## src/rtl/spi_pkg.sv

```systemverilog
// Shared types and constants for the SPI slave engine.
package spi_pkg;

  typedef enum logic {IDLE, ACTIVE} spi_state_e;

  // {CPOL, CPHA} encodings of the four standard SPI modes
  localparam logic [1:0] SPI_MODE_0 = 2'b00;
  localparam logic [1:0] SPI_MODE_1 = 2'b01;
  localparam logic [1:0] SPI_MODE_2 = 2'b10;
  localparam logic [1:0] SPI_MODE_3 = 2'b11;

  function automatic int bit_cnt_width(input int data_width);
    return (data_width > 1) ? $clog2(data_width) : 1;
  endfunction

endpackage

```

## src/rtl/spi_sclk_edge.sv

```systemverilog
// Oversampled SCLK edge detector: turns the synchronised SCLK into
// single-cycle sample/shift strobes according to CPOL/CPHA.
module spi_sclk_edge #(
  parameter bit CPOL = 1'b0,
  parameter bit CPHA = 1'b0
) (
  input  logic clk_i,
  input  logic arstn_i,
  input  logic sclk_i,
  input  logic cs_n_i,
  output logic sample_stb,
  output logic shift_stb
);

  logic sclk_q;
  logic sclk_edge;
  logic leading;

  always_ff @(posedge clk_i) begin
    if (!arstn_i) sclk_q <= CPOL;
    else          sclk_q <= sclk_i;
  end

  // a leading edge is one that leaves the idle level
  assign sclk_edge  = (sclk_i != sclk_q) && !cs_n_i;
  assign leading    = (sclk_i != CPOL);
  assign sample_stb = sclk_edge && (leading ^ CPHA);
  assign shift_stb  = sclk_edge && !(leading ^ CPHA);

endmodule

```

## src/rtl/spi_slave_core.sv

```systemverilog
// Full-duplex SPI slave engine bridging SPI to AXI-Stream in the system clock domain.
// Optional sticky RX overrun flag enabled by defining SPI_SLAVE_OVERRUN_EN.
module spi_slave_core
  import spi_pkg::*;
#(
  parameter int DATA_WIDTH = 8,
  parameter bit CPOL       = 1'b0,
  parameter bit CPHA       = 1'b0,
  parameter bit MSB_FIRST  = 1'b1
) (
  input  logic                  clk_i,
  input  logic                  arstn_i,
  input  logic                  sclk_i,
  input  logic                  cs_n_i,
  input  logic                  mosi_i,
  output logic                  miso_o,
  output logic                  miso_oe_o,
  input  logic [DATA_WIDTH-1:0] s_axis_tdata_i,
  input  logic                  s_axis_tvalid_i,
  output logic                  s_axis_tready_o,
  output logic [DATA_WIDTH-1:0] m_axis_tdata_o,
  output logic                  m_axis_tvalid_o,
  input  logic                  m_axis_tready_i,
  output logic                  overrun_o
);

  localparam int CNT_W = bit_cnt_width(DATA_WIDTH);
  localparam logic [CNT_W-1:0] LAST_BIT = CNT_W'(DATA_WIDTH - 1);

  spi_state_e            state;
  logic [CNT_W-1:0]      bit_cnt;
  logic [DATA_WIDTH-1:0] rx_shift;
  logic [DATA_WIDTH-1:0] rx_next;
  logic [DATA_WIDTH-1:0] tx_shift;
  logic [DATA_WIDTH-1:0] tx_advanced;
  logic [DATA_WIDTH-1:0] load_word;
  logic [DATA_WIDTH-1:0] hold_data;
  logic                  hold_valid;
  logic [DATA_WIDTH-1:0] m_data;
  logic                  m_valid;
  logic                  oe_q;
  logic                  sample_stb;
  logic                  shift_stb;
  logic                  active;
  logic                  cs_start;
  logic                  last_bit;
  logic                  tx_load;
  logic                  s_hs;
  logic                  m_hs;
  logic                  rx_done;
  logic                  rx_accept;

  spi_sclk_edge #(
    .CPOL(CPOL),
    .CPHA(CPHA)
  ) u_edge (
    .clk_i     (clk_i),
    .arstn_i   (arstn_i),
    .sclk_i    (sclk_i),
    .cs_n_i    (cs_n_i),
    .sample_stb(sample_stb),
    .shift_stb (shift_stb)
  );

  assign active    = (state == ACTIVE) && !cs_n_i;
  assign cs_start  = (state == IDLE) && !cs_n_i;
  assign last_bit  = (bit_cnt == LAST_BIT);
  assign s_hs      = s_axis_tvalid_i && !hold_valid;
  assign m_hs      = m_valid && m_axis_tready_i;
  assign rx_done   = active && sample_stb && last_bit;
  assign rx_accept = rx_done && (!m_valid || m_axis_tready_i);

  // word boundary: CPHA=0 preloads at CS assertion, both modes reload on a shift edge at bit 0
  assign tx_load   = (active && shift_stb && (bit_cnt == '0)) || (cs_start && (CPHA == 1'b0));
  assign load_word = hold_valid ? hold_data : '0;

  assign rx_next     = MSB_FIRST ? {rx_shift[DATA_WIDTH-2:0], mosi_i}
                                 : {mosi_i, rx_shift[DATA_WIDTH-1:1]};
  assign tx_advanced = MSB_FIRST ? {tx_shift[DATA_WIDTH-2:0], 1'b0}
                                 : {1'b0, tx_shift[DATA_WIDTH-1:1]};

  always_ff @(posedge clk_i) begin
    if (!arstn_i) begin
      state    <= IDLE;
      bit_cnt  <= '0;
      rx_shift <= '0;
      tx_shift <= '0;
    end else begin
      case (state)
        IDLE: begin
          bit_cnt <= '0;
          if (!cs_n_i) state <= ACTIVE;
          if (tx_load) tx_shift <= load_word;
        end
        default: begin
          if (cs_n_i) begin
            state    <= IDLE;
            bit_cnt  <= '0;
            tx_shift <= '0;
          end else begin
            if (sample_stb) begin
              rx_shift <= rx_next;
              bit_cnt  <= last_bit ? '0 : bit_cnt + CNT_W'(1);
            end
            if (shift_stb) tx_shift <= tx_load ? load_word : tx_advanced;
          end
        end
      endcase
    end
  end

  // a fresh handshake always finds the register empty, so a coincident load already saw zeros
  always_ff @(posedge clk_i) begin
    if (!arstn_i) begin
      hold_valid <= 1'b0;
      hold_data  <= '0;
    end else if (s_hs) begin
      hold_valid <= 1'b1;
      hold_data  <= s_axis_tdata_i;
    end else if (tx_load) begin
      hold_valid <= 1'b0;
    end
  end

  always_ff @(posedge clk_i) begin
    if (!arstn_i) begin
      m_data  <= '0;
      m_valid <= 1'b0;
      oe_q    <= 1'b0;
    end else begin
      oe_q <= !cs_n_i;
      if (rx_accept) begin
        m_data  <= rx_next;
        m_valid <= 1'b1;
      end else if (m_hs) begin
        m_valid <= 1'b0;
      end
    end
  end

`ifdef SPI_SLAVE_OVERRUN_EN
  logic overrun_q;

  always_ff @(posedge clk_i) begin
    if (!arstn_i)                    overrun_q <= 1'b0;
    else if (rx_done && !rx_accept)  overrun_q <= 1'b1;
  end

  assign overrun_o = overrun_q;
`else
  assign overrun_o = 1'b0;
`endif

  assign miso_o          = MSB_FIRST ? tx_shift[DATA_WIDTH-1] : tx_shift[0];
  assign miso_oe_o       = oe_q;
  assign s_axis_tready_o = !hold_valid;
  assign m_axis_tdata_o  = m_data;
  assign m_axis_tvalid_o = m_valid;

endmodule

```

## config.mk

```make
export PLATFORM = sky130hd
export DESIGN_NAME = spi_slave_core
export DESIGN_NICKNAME = d
export VERILOG_FILES = /design/src/rtl/spi_pkg.sv /design/src/rtl/spi_sclk_edge.sv /design/src/rtl/spi_slave_core.sv
export SDC_FILE = /design/constraint.sdc
export NUM_CORES = 1
export LEC_CHECK = 0
export ABC_AREA = 0
export BUFFER_PORTS_ARGS = -buffer_cell sky130_fd_sc_hd__buf_2
export CAP_MARGIN = 20
export CORE_MARGIN = 2
export CORE_UTILIZATION = 49
export DETAILED_ROUTE_END_ITERATION = 10
export PLACE_DENSITY_LB_ADDON = 0.15
export SYNTH_ARGS = -nofsm -noshare
export SYNTH_HDL_FRONTEND = slang
export SYNTH_HIERARCHICAL = 1
export SYNTH_SLANG_ARGS = --single-unit
```

## constraint.sdc

```tcl
create_clock -name clk_i -period 1.4 [get_ports clk_i]
set_input_delay 0.14 -clock clk_i [delete_from_list [all_inputs] [get_ports clk_i]]
set_output_delay 0.14 -clock clk_i [all_outputs]
set_load 0.02 [all_outputs]
```

# ---- After elaboration in Yosys (flattened, before gate mapping)
# Index checks and enable logic that the tools add are counted.
dict set report op_classes {
  add_sub_neg 1
  n_reduce_logical 25
  n_bitwise 3
  muxes 12
  n_eq_ne 3
}
# op count
set op_table {}
lappend op_table {{$mux 8} 6}
lappend op_table {{$logic_and 1x1->1} 12}
lappend op_table {{$reduce_bool 2->1} 3}
lappend op_table {{$mux 1} 5}
lappend op_table {{$logic_not 1->1} 4}
lappend op_table {{$add 3x1->3 const B} 1}
lappend op_table {{$eq 3x3->1 const B} 1}
lappend op_table {{$logic_not 3->1} 1}
lappend op_table {{$mux 3} 1}
lappend op_table {{$ne 3x2->1 const B} 1}
lappend op_table {{$not 1->1} 3}
lappend op_table {{$reduce_and 3->1} 1}
lappend op_table {{$reduce_or 3->1} 1}
lappend op_table {{$logic_or 1x1->1} 2}
lappend op_table {{$reduce_and 2->1} 1}
lappend op_table {{$ne 1x1->1} 1}
dict set report totals {
  regBits 39
  out_inout_bits 13
  in_bits 15
}

# ---- Logic depth before layout (Yosys ltp)
# Gate-level depths: netlist of run 1.
dict set report logic_depth {
  word_depth 10
  mapped_depth 6
  depth_no_buf 5
}

# ---- Hierarchy
# The synthesis of run 1 kept the hierarchy.
# mod seq_area_each_um2 area_per_inst_um2 n_inst cells_each
set modules_own_cells {}
lappend modules_own_cells {spi_slave_core 740.7 1614.0 1 178}
lappend modules_own_cells {spi_sclk_edge 20.0 52.6 1 4}

# ---- Least setup slack after synthesis of run 1
# No wires, ideal clock.
dict set report synth_timing {
  path_type {register to register}
  start {register state}
  end {register tx_shift[1]}
  n_path_buf 2
  required_ps 1312
  arrival_time_ps 1457
  path_slack_ps -145
  stages_incl_launch_ff 6
  path_cell_list {dfxtp_1 or3b_1 buf_2 and2_4 buf_6 a311oi_2}
}
dict set report synth_via {
  elab_chain_cells 8
  word_cells_on_any_way 13
  classes_between {1 x eq/ne; 4 x mux; 1 x bitwise; 7 x reduce/logical}
}
# item line_no
set synth_lines {}
lappend synth_lines {{from (decl)} spi_slave_core.sv:30} ;# spi_state_e state;
lappend synth_lines {{from (signal assigned)} spi_slave_core.sv:84} ;# state <= IDLE;
lappend synth_lines {{from (signal assigned)} spi_slave_core.sv:92} ;# if (!cs_n_i) state <= ACTIVE;
lappend synth_lines {{from (signal assigned)} spi_slave_core.sv:97} ;# state <= IDLE;
lappend synth_lines {{$logic_and 1x1->1} spi_slave_core.sv:65} ;# assign active = (state == ACTIVE) && !cs_n_i;
lappend synth_lines {{$logic_and 1x1->1 (2 in series)} spi_slave_core.sv:74} ;# assign tx_load = (active && shift_stb && (bit_cnt == '0)) || (cs_start && (CPHA == 1'b0));
lappend synth_lines {{$logic_or 1x1->1} spi_slave_core.sv:74}
lappend synth_lines {{$mux 8 (2 in series)} spi_slave_core.sv:105} ;# if (shift_stb) tx_shift <= tx_load ? load_word : tx_advanced;
lappend synth_lines {{$mux 8} spi_slave_core.sv:96} ;# if (cs_n_i) begin
lappend synth_lines {{$mux 8} spi_slave_core.sv:89} ;# case (state)
lappend synth_lines {{to (signal assigned)} spi_slave_core.sv:93} ;# if (tx_load) tx_shift <= load_word;
lappend synth_lines {{to (signal assigned)} spi_slave_core.sv:105}
lappend synth_lines {{to (decl)} spi_slave_core.sv:34} ;# logic [DATA_WIDTH-1:0] tx_shift;
# Parallel ways exist; a longest one is shown, timed or not. The select of a mux whose other input is x is not followed.
# A chain may end at the register's enable or synchronous reset.

# ---- Worst setup path in the final report of run 1
dict set report layout_timing {
  start {register bit_cnt[1]}
  end {register m_data[5] (netlist: m_axis_tdata_o[5])}
}
dict set report layout_via {
  elab_chain_cells 3
}
# item line_no
set layout_lines {}
lappend layout_lines {{from (decl)} spi_slave_core.sv:31} ;# logic [CNT_W-1:0] bit_cnt;
lappend layout_lines {{from (signal assigned)} spi_slave_core.sv:103} ;# bit_cnt <= last_bit ? '0 : bit_cnt + CNT_W'(1);
lappend layout_lines {{$eq 3x3->1} spi_slave_core.sv:67} ;# assign last_bit = (bit_cnt == LAST_BIT);
lappend layout_lines {{$logic_and 1x1->1} spi_slave_core.sv:70} ;# assign rx_done = active && sample_stb && last_bit;
lappend layout_lines {{$logic_and 1x1->1} spi_slave_core.sv:71} ;# assign rx_accept = rx_done && (!m_valid || m_axis_tready_i);
lappend layout_lines {{to (signal assigned)} spi_slave_core.sv:133} ;# m_data <= rx_next;
lappend layout_lines {{to (decl)} spi_slave_core.sv:39} ;# logic [DATA_WIDTH-1:0] m_data;
# Every way passes these cells.

==> results of run 1 <==
==> path summary, 6_finish.rpt <==
| path | to | cells past startpoint | from | slack [ns] |
|---|---|---|---|---|
| setup / recovery | m_axis_tdata_o[5]$_SDFFE_PN0P_ | 6 | bit_cnt[1]$_SDFFE_PP0P_ | -0.04 |
| hold / removal | hold_data[1]$_SDFFE_PN0P_ | 3 | s_axis_tdata_i[1] | 0.02 |
| setup reg to reg | m_axis_tdata_o[5]$_SDFFE_PN0P_ | 6 | bit_cnt[1]$_SDFFE_PP0P_ | -0.04 |
| hold reg to reg | m_axis_tdata_o[7]$_SDFFE_PN0P_ | 2 | rx_shift[6]$_SDFFE_PN0N_ | 0.48 |
==> repair_timing <==
action,4_1_cts,5_1_grt
setup buffers,4,4
pin swaps,13,30
cloned,0,0
setup endpoints to repair,22,21
gates resized for setup,11,26
==> layer usage <==
metal	up-vias	routed length, um
met5	-	0
met4	0	59
met3	7	148
met2	36	1860
met1	686	1510
li1	725	-
==> worst reg2reg max path, stage by stage, from the launching register on <==
cell and delay (ns):
dfxtp_2 0.36, buf_4 0.10, ha_1 0.14, ha_2 0.20
and4b_4 0.34, nand3_1 0.10, a21oi_1 0.14
==> area by class of cell <==
type                            instances  area (um2)
Timing Repair Buffer                   44         285
Clock buffer                            6        51.3
Tap cell                               46        57.6
Multi-Input combinational cell        125         930
Sequential cell                        38         766
Inverter                                5        18.8
Fill cell                             301        1190
Clock inverter                          2        12.5
==> per-stage QoR <==
stage | hold WS (ns) | std cells | cell area [um2]
2_1_floorplan | 0.205 | 182 | 1670
6_report | 0.0172 | 266 | 2120
3_5_place_dp | 0.388 | 251 | 1880
4_1_cts | 0.0165 | 263 | 2020
3_3_place_gp | 0.375 | 251 | 1880
5_1_grt | 0.0199 | 266 | 2120
==> placed cells by master (no fill, tap or decap), types with 2 or more instances in the layout <==
cell type,synthesis,routed
clkbuf_4,0,5
mux2i_1,10,10
o211ai_1,7,7
nor3b_4,0,2
inv_1,5,3
a21oi_1,23,15
a21oi_2,0,8
a311oi_2,7,7
nand2_1,11,11
nand3_2,0,6
dfxtp_1,38,34
nand2b_1,3,3
o22ai_1,2,2
o21ai_0,8,2
nand3b_1,2,2
buf_6,1,2
nor2_1,12,12
buf_2,2,26
o21ai_1,0,6
buf_4,1,15
nor2b_1,3,2
dfxtp_2,0,4
nand3_1,22,16
inv_2,0,2
==> power by group through the flow <==
stage	clock, uW	sequential [uW]	combinational (uW)
finish	609	1140	223
global route	693	1150	244
CTS	619	1140	215
detailed placement	0	1170	206
global placement	0	1160	199
floorplan	0	1160	145
==> flip-flops by register name, summed over array words and instances (netlist names) <==
name and cells:
rx_shift 7, tx_shift 8, bit_cnt 3, hold_data 8, u_edge/sclk_q 1, m_axis_tdata_o 8
hold_valid 1, m_axis_tvalid_o 1, state 1
==> cell families (layout without fill, tap and decap cells) <==
| family | Yosys count | after routing | synth area share |
|---|---|---|---|
| flops | 38 | 38 | 0.456 |
| mux | 10 | 10 | 0.0601 |
| compound gates | 49 | 49 | 0.206 |
| buf+inv | 19 | 57 | 0.0511 |
| fa+ha+maj | 3 | 3 | 0.0225 |
| other cells | 1 | 1 | 0.00225 |
| simple gates | 62 | 62 | 0.201 |
==> qor.csv, run 1 <==
metric;value;unit
Tcrit/Tclk final;1.03;
sw power;512;uW
clock sinks;38;
post-place setup slack;-0.138;ns
Startpoint Class;flip-flop;
post-synthesis cell type count;31;
Post-Syn Area;1670;um2
HPWL after DPL;2500;um
Worst Path Arrival;1.72;ns
most numerous cell in the Yosys netlist;dfxtp_1;
max_cap viols;0;
top post-synthesis cells by count;dfxtp_1 (38), a21oi_1 (23), nand3_1 (22);
Starting Density;0.503;
vias per inst;5.47;
required time of the critical path;1.68;ns
final hold violations;0;
Cell Pwr Density;931;nW/um2
failing checks;negative setup slack;
top cells by area, synth;dfxtp_1 (46%), a21oi_1 (6.9%), nand3_1 (6.6%);
Wirelength per Cell;13.4;um
register area share after synthesis;0.456;
CORE AREA;3310;um2
peak supply drop;0.751;mV
WL final;3580;um
Reg power frac;0.579;
Detail Route Antenna Nets;0;
slowest stage delay, CP;0.36;ns
Highest Clock Rate;693;MHz
first-pass GRT wire length;6210;um
slowest CP cell;dfxtp_2;
switching part of the total;0.259;
share of cells above drive strength 1;0.400;
Clock Tree Root;clkbuf_4;
P_int;1460;uW
Bufs and invs on worst path;1;
total gr overflow;0;
Total Routing Usage GR;0.195;
mean area per synthesized cell;9.16;um2
Hold WC Path Type;in2reg;
Synth area leader;dfxtp_1;
met1 usage;0.208;
crit-path cells;buf_4 -> ha_1 -> ha_2 -> and4b_4 -> nand3_1 -> a21oi_1;
met3 Resource Use GR;0.0616;
syn nets;200;
IO Pins;28;
top_reg_cell synth;dfxtp_1;
area share of the largest cell type after synthesis;0.456;
Final Core Density;0.641;
cts bufs inserted;5;
ys async rst share;0;
via count;1454;
Yosys reg bits;38;
P&R area growth vs syn;27.3;%
combinational share of power;0.113;
critical path type;reg2reg;
# DRC;0;
setup TNS;-0.361;ns
DRT iter0 DRCs;86;
first-pass iteration count of the detailed router;4;
final setup fails;14;
Power Total;1970;uW
Die H;62.3;um
RSZ-0062 raised after global routing;true;
gpl congestion;0.731;
CTS H-tree lvls;2;
Post-Route Skew;0.0111;ns
clock share of power;0.308;
GR Util met2;0.364;
number of global-route vias before repair;1431;
pin count of the biggest net entering global routing;25;
Most Used Layer, Global Route;met2;
crit end category;flip-flop;
Die W;62.3;um
CP Max Fanout;8;
antenna violations before repair;0;
CTS max path bufs;2;
PortBufs;26;
FP Rows;21;
Synth Instances;182;
Final min period;1.44;ns
EDFF count, synth;0;
P_leak;0.000792;uW
Clk pin slew, worst setup/hold paths;0.12;ns
CTS tree;built;
nets@finish;237;
hold_buf cts;0;
fin worst setup slack;-0.0425;ns
YS warnings;6;
Clk Latency, worst-skew pair;0.35;ns
max-slew violation count;0;
outcome;finished, violations left;
die area;3880;um2
# diodes;0;
Crit path max-delay family;simple AND/OR/NAND/NOR gates;
Power figures use the tool's default switching activity.
==> run 2: changes to the inputs <==
Settings changed: HOLD_SLACK_MARGIN set to 0.03.
==> run 2 against run 1 <==
- the flow still finishes with violations (negative setup slack)
- first-iteration DRC count is 17% lower
- core utilization is 1.8 points higher
- fmax is 0.25% lower
- routed wire length is 1.3% higher
- setup slack worse by 0.0036 ns
- worst hold slack better by 0.012 ns
- critical path depth stayed put
- critical path type unchanged
- critical endpoint is now tx_shift[6]$_SDFFE_PN0P_
- highest routed layer unchanged
==> qor.csv, run 2 (synthesis results as in run 1) <==
metric;value;unit
outcome;finished, violations left;
failing checks;negative setup slack;
# DRC;0;
CTS H-tree lvls;2;
Startpoint Class;flip-flop;
CP Max Fanout;7;
max_cap viols;0;
commonest non-fill, non-tap cell in the layout;dfxtp_1;
Clk pin slew, worst setup/hold paths;0.12;ns
Power Total;1990;uW
P&R area growth vs syn;30.9;%
vias per inst;5.42;
Placement Cell Area;1880;um2
final hold violations;0;
Bufs and invs on worst path;2;
DRT iter0 DRCs;71;
RSZ-0062 raised after global routing;true;
slowest CP cell;dfxtp_2;
required time of the critical path;1.68;ns
critical path type;reg2reg;
commonest non-fill, non-tap cells in the layout;dfxtp_1 (34), buf_2 (26), nand3_1 (16), a21oi_1 (15), buf_4 (15);
Hold WC Path Type;in2reg;
cts bufs inserted;5;
Die H;62.3;um
final setup fails;14;
crit-path cells;inv_2 -> ha_4 -> nor4bb_4 -> buf_4 -> o211ai_1 -> a311oi_2;
gpl congestion;0.731;
final hold slack;0.0296;ns
nets@finish;243;
# diodes;0;
Total Routing Usage GR;0.197;
Cell Pwr Density;911;nW/um2
Die W;62.3;um
Starting Density;0.503;
fin worst setup slack;-0.0461;ns
CTS max path bufs;2;
clock sinks;38;
FP Rows;21;
WL final;3620;um
HPWL after DPL;2500;um
Fill cells;293;
setup TNS;-0.400;ns
pin count of the biggest net entering global routing;25;
Wirelength per Cell;13.3;um
via count;1475;
Worst Path Arrival;1.73;ns
CORE AREA;3310;um2
Clock Tree Root;clkbuf_4;
IO Pins;28;
first-pass iteration count of the detailed router;4;
Crit path max-delay family;compound AO/OA/AOI/OAI gates;
Highest Clock Rate;692;MHz
P_leak;0.000817;uW
max-slew violation count;0;
crit end category;flip-flop;
Clk Latency, worst-skew pair;0.35;ns
PortBufs;26;
total gr overflow;0;
antenna violations before repair;0;
Detail Route Antenna Nets;0;
slowest stage delay, CP;0.34;ns
CTS tree;built;
Final min period;1.45;ns
Final Cell Area;2180;um2
Final Core Density;0.659;
number of global-route vias before repair;1455;
first-pass GRT wire length;6290;um
Post-Route Skew;0.0106;ns
Tcrit/Tclk final;1.03;
share of cells above drive strength 1;0.389;
die area;3880;um2
peak supply drop;0.742;mV
run 2: worst paths after layout:
kind	slack, ns	cells after the start	start	endpoint
setup / recovery	-0.05	6	bit_cnt[1]$_SDFFE_PP0P_	tx_shift[6]$_SDFFE_PN0P_
hold / removal	0.03	3	s_axis_tdata_i[2]	hold_data[2]$_SDFFE_PN0P_
setup reg to reg	-0.05	6	bit_cnt[1]$_SDFFE_PP0P_	tx_shift[6]$_SDFFE_PN0P_
hold reg to reg	0.48	2	rx_shift[6]$_SDFFE_PN0N_	m_axis_tdata_o[7]$_SDFFE_PN0P_
run 2: layout make-up:
type                    instances  area, um2  share of cell area
clock buffers                   6       51.3              0.0235
clock inverters                 2       12.5             0.00574
inverters                       5       18.8             0.00861
multi-input cells             125        930               0.426
flip-flops and latches         38        766               0.351
well taps                      46       57.6              0.0264
repair buffers                 50        345               0.158
run 2: what timing repair did:
action,4_1_cts,5_1_grt
pin swaps,13,30
gates resized for setup,11,26
endpoints found under the hold margin,6,0
setup buffers,4,4
setup endpoints to repair,22,21
hold buffers,6,0
run 2: worst register-to-register path: cells and delay by family (launching register included):
kind	cells	cell delay, ns
compound gates	2	0.37
flops	1	0.34
simple gates	1	0.27
buf+inv	2	0.25
fa+ha+maj	1	0.14
run 2: through the flow:
stage	setup slack, ns	cells
global placement	-0.0761	251
detailed placement	-0.138	251
finish	-0.0461	272
CTS	-0.0801	269
global route	-0.132	272
floorplan	-0.0458	182
run 2: where the power goes:
group / internal, uW / leakage (uW) / switching (uW)
clock network: 241 / 0.0000343 / 367
registers: 1120 / 0.000311 / 26.2
logic: 116 / 0.000472 / 121
total: 1470 / 0.000817 / 514
run 2: routing by layer:
metal / track usage / vias up / wire length, um
met4: 0.0583 / 0 / 44
met1: 0.209 / 695 / 1540
met2: 0.372 / 36 / 1880
met5: 0 / - / 0
met3: 0.0616 / 7 / 166
li1: - / 737 / -
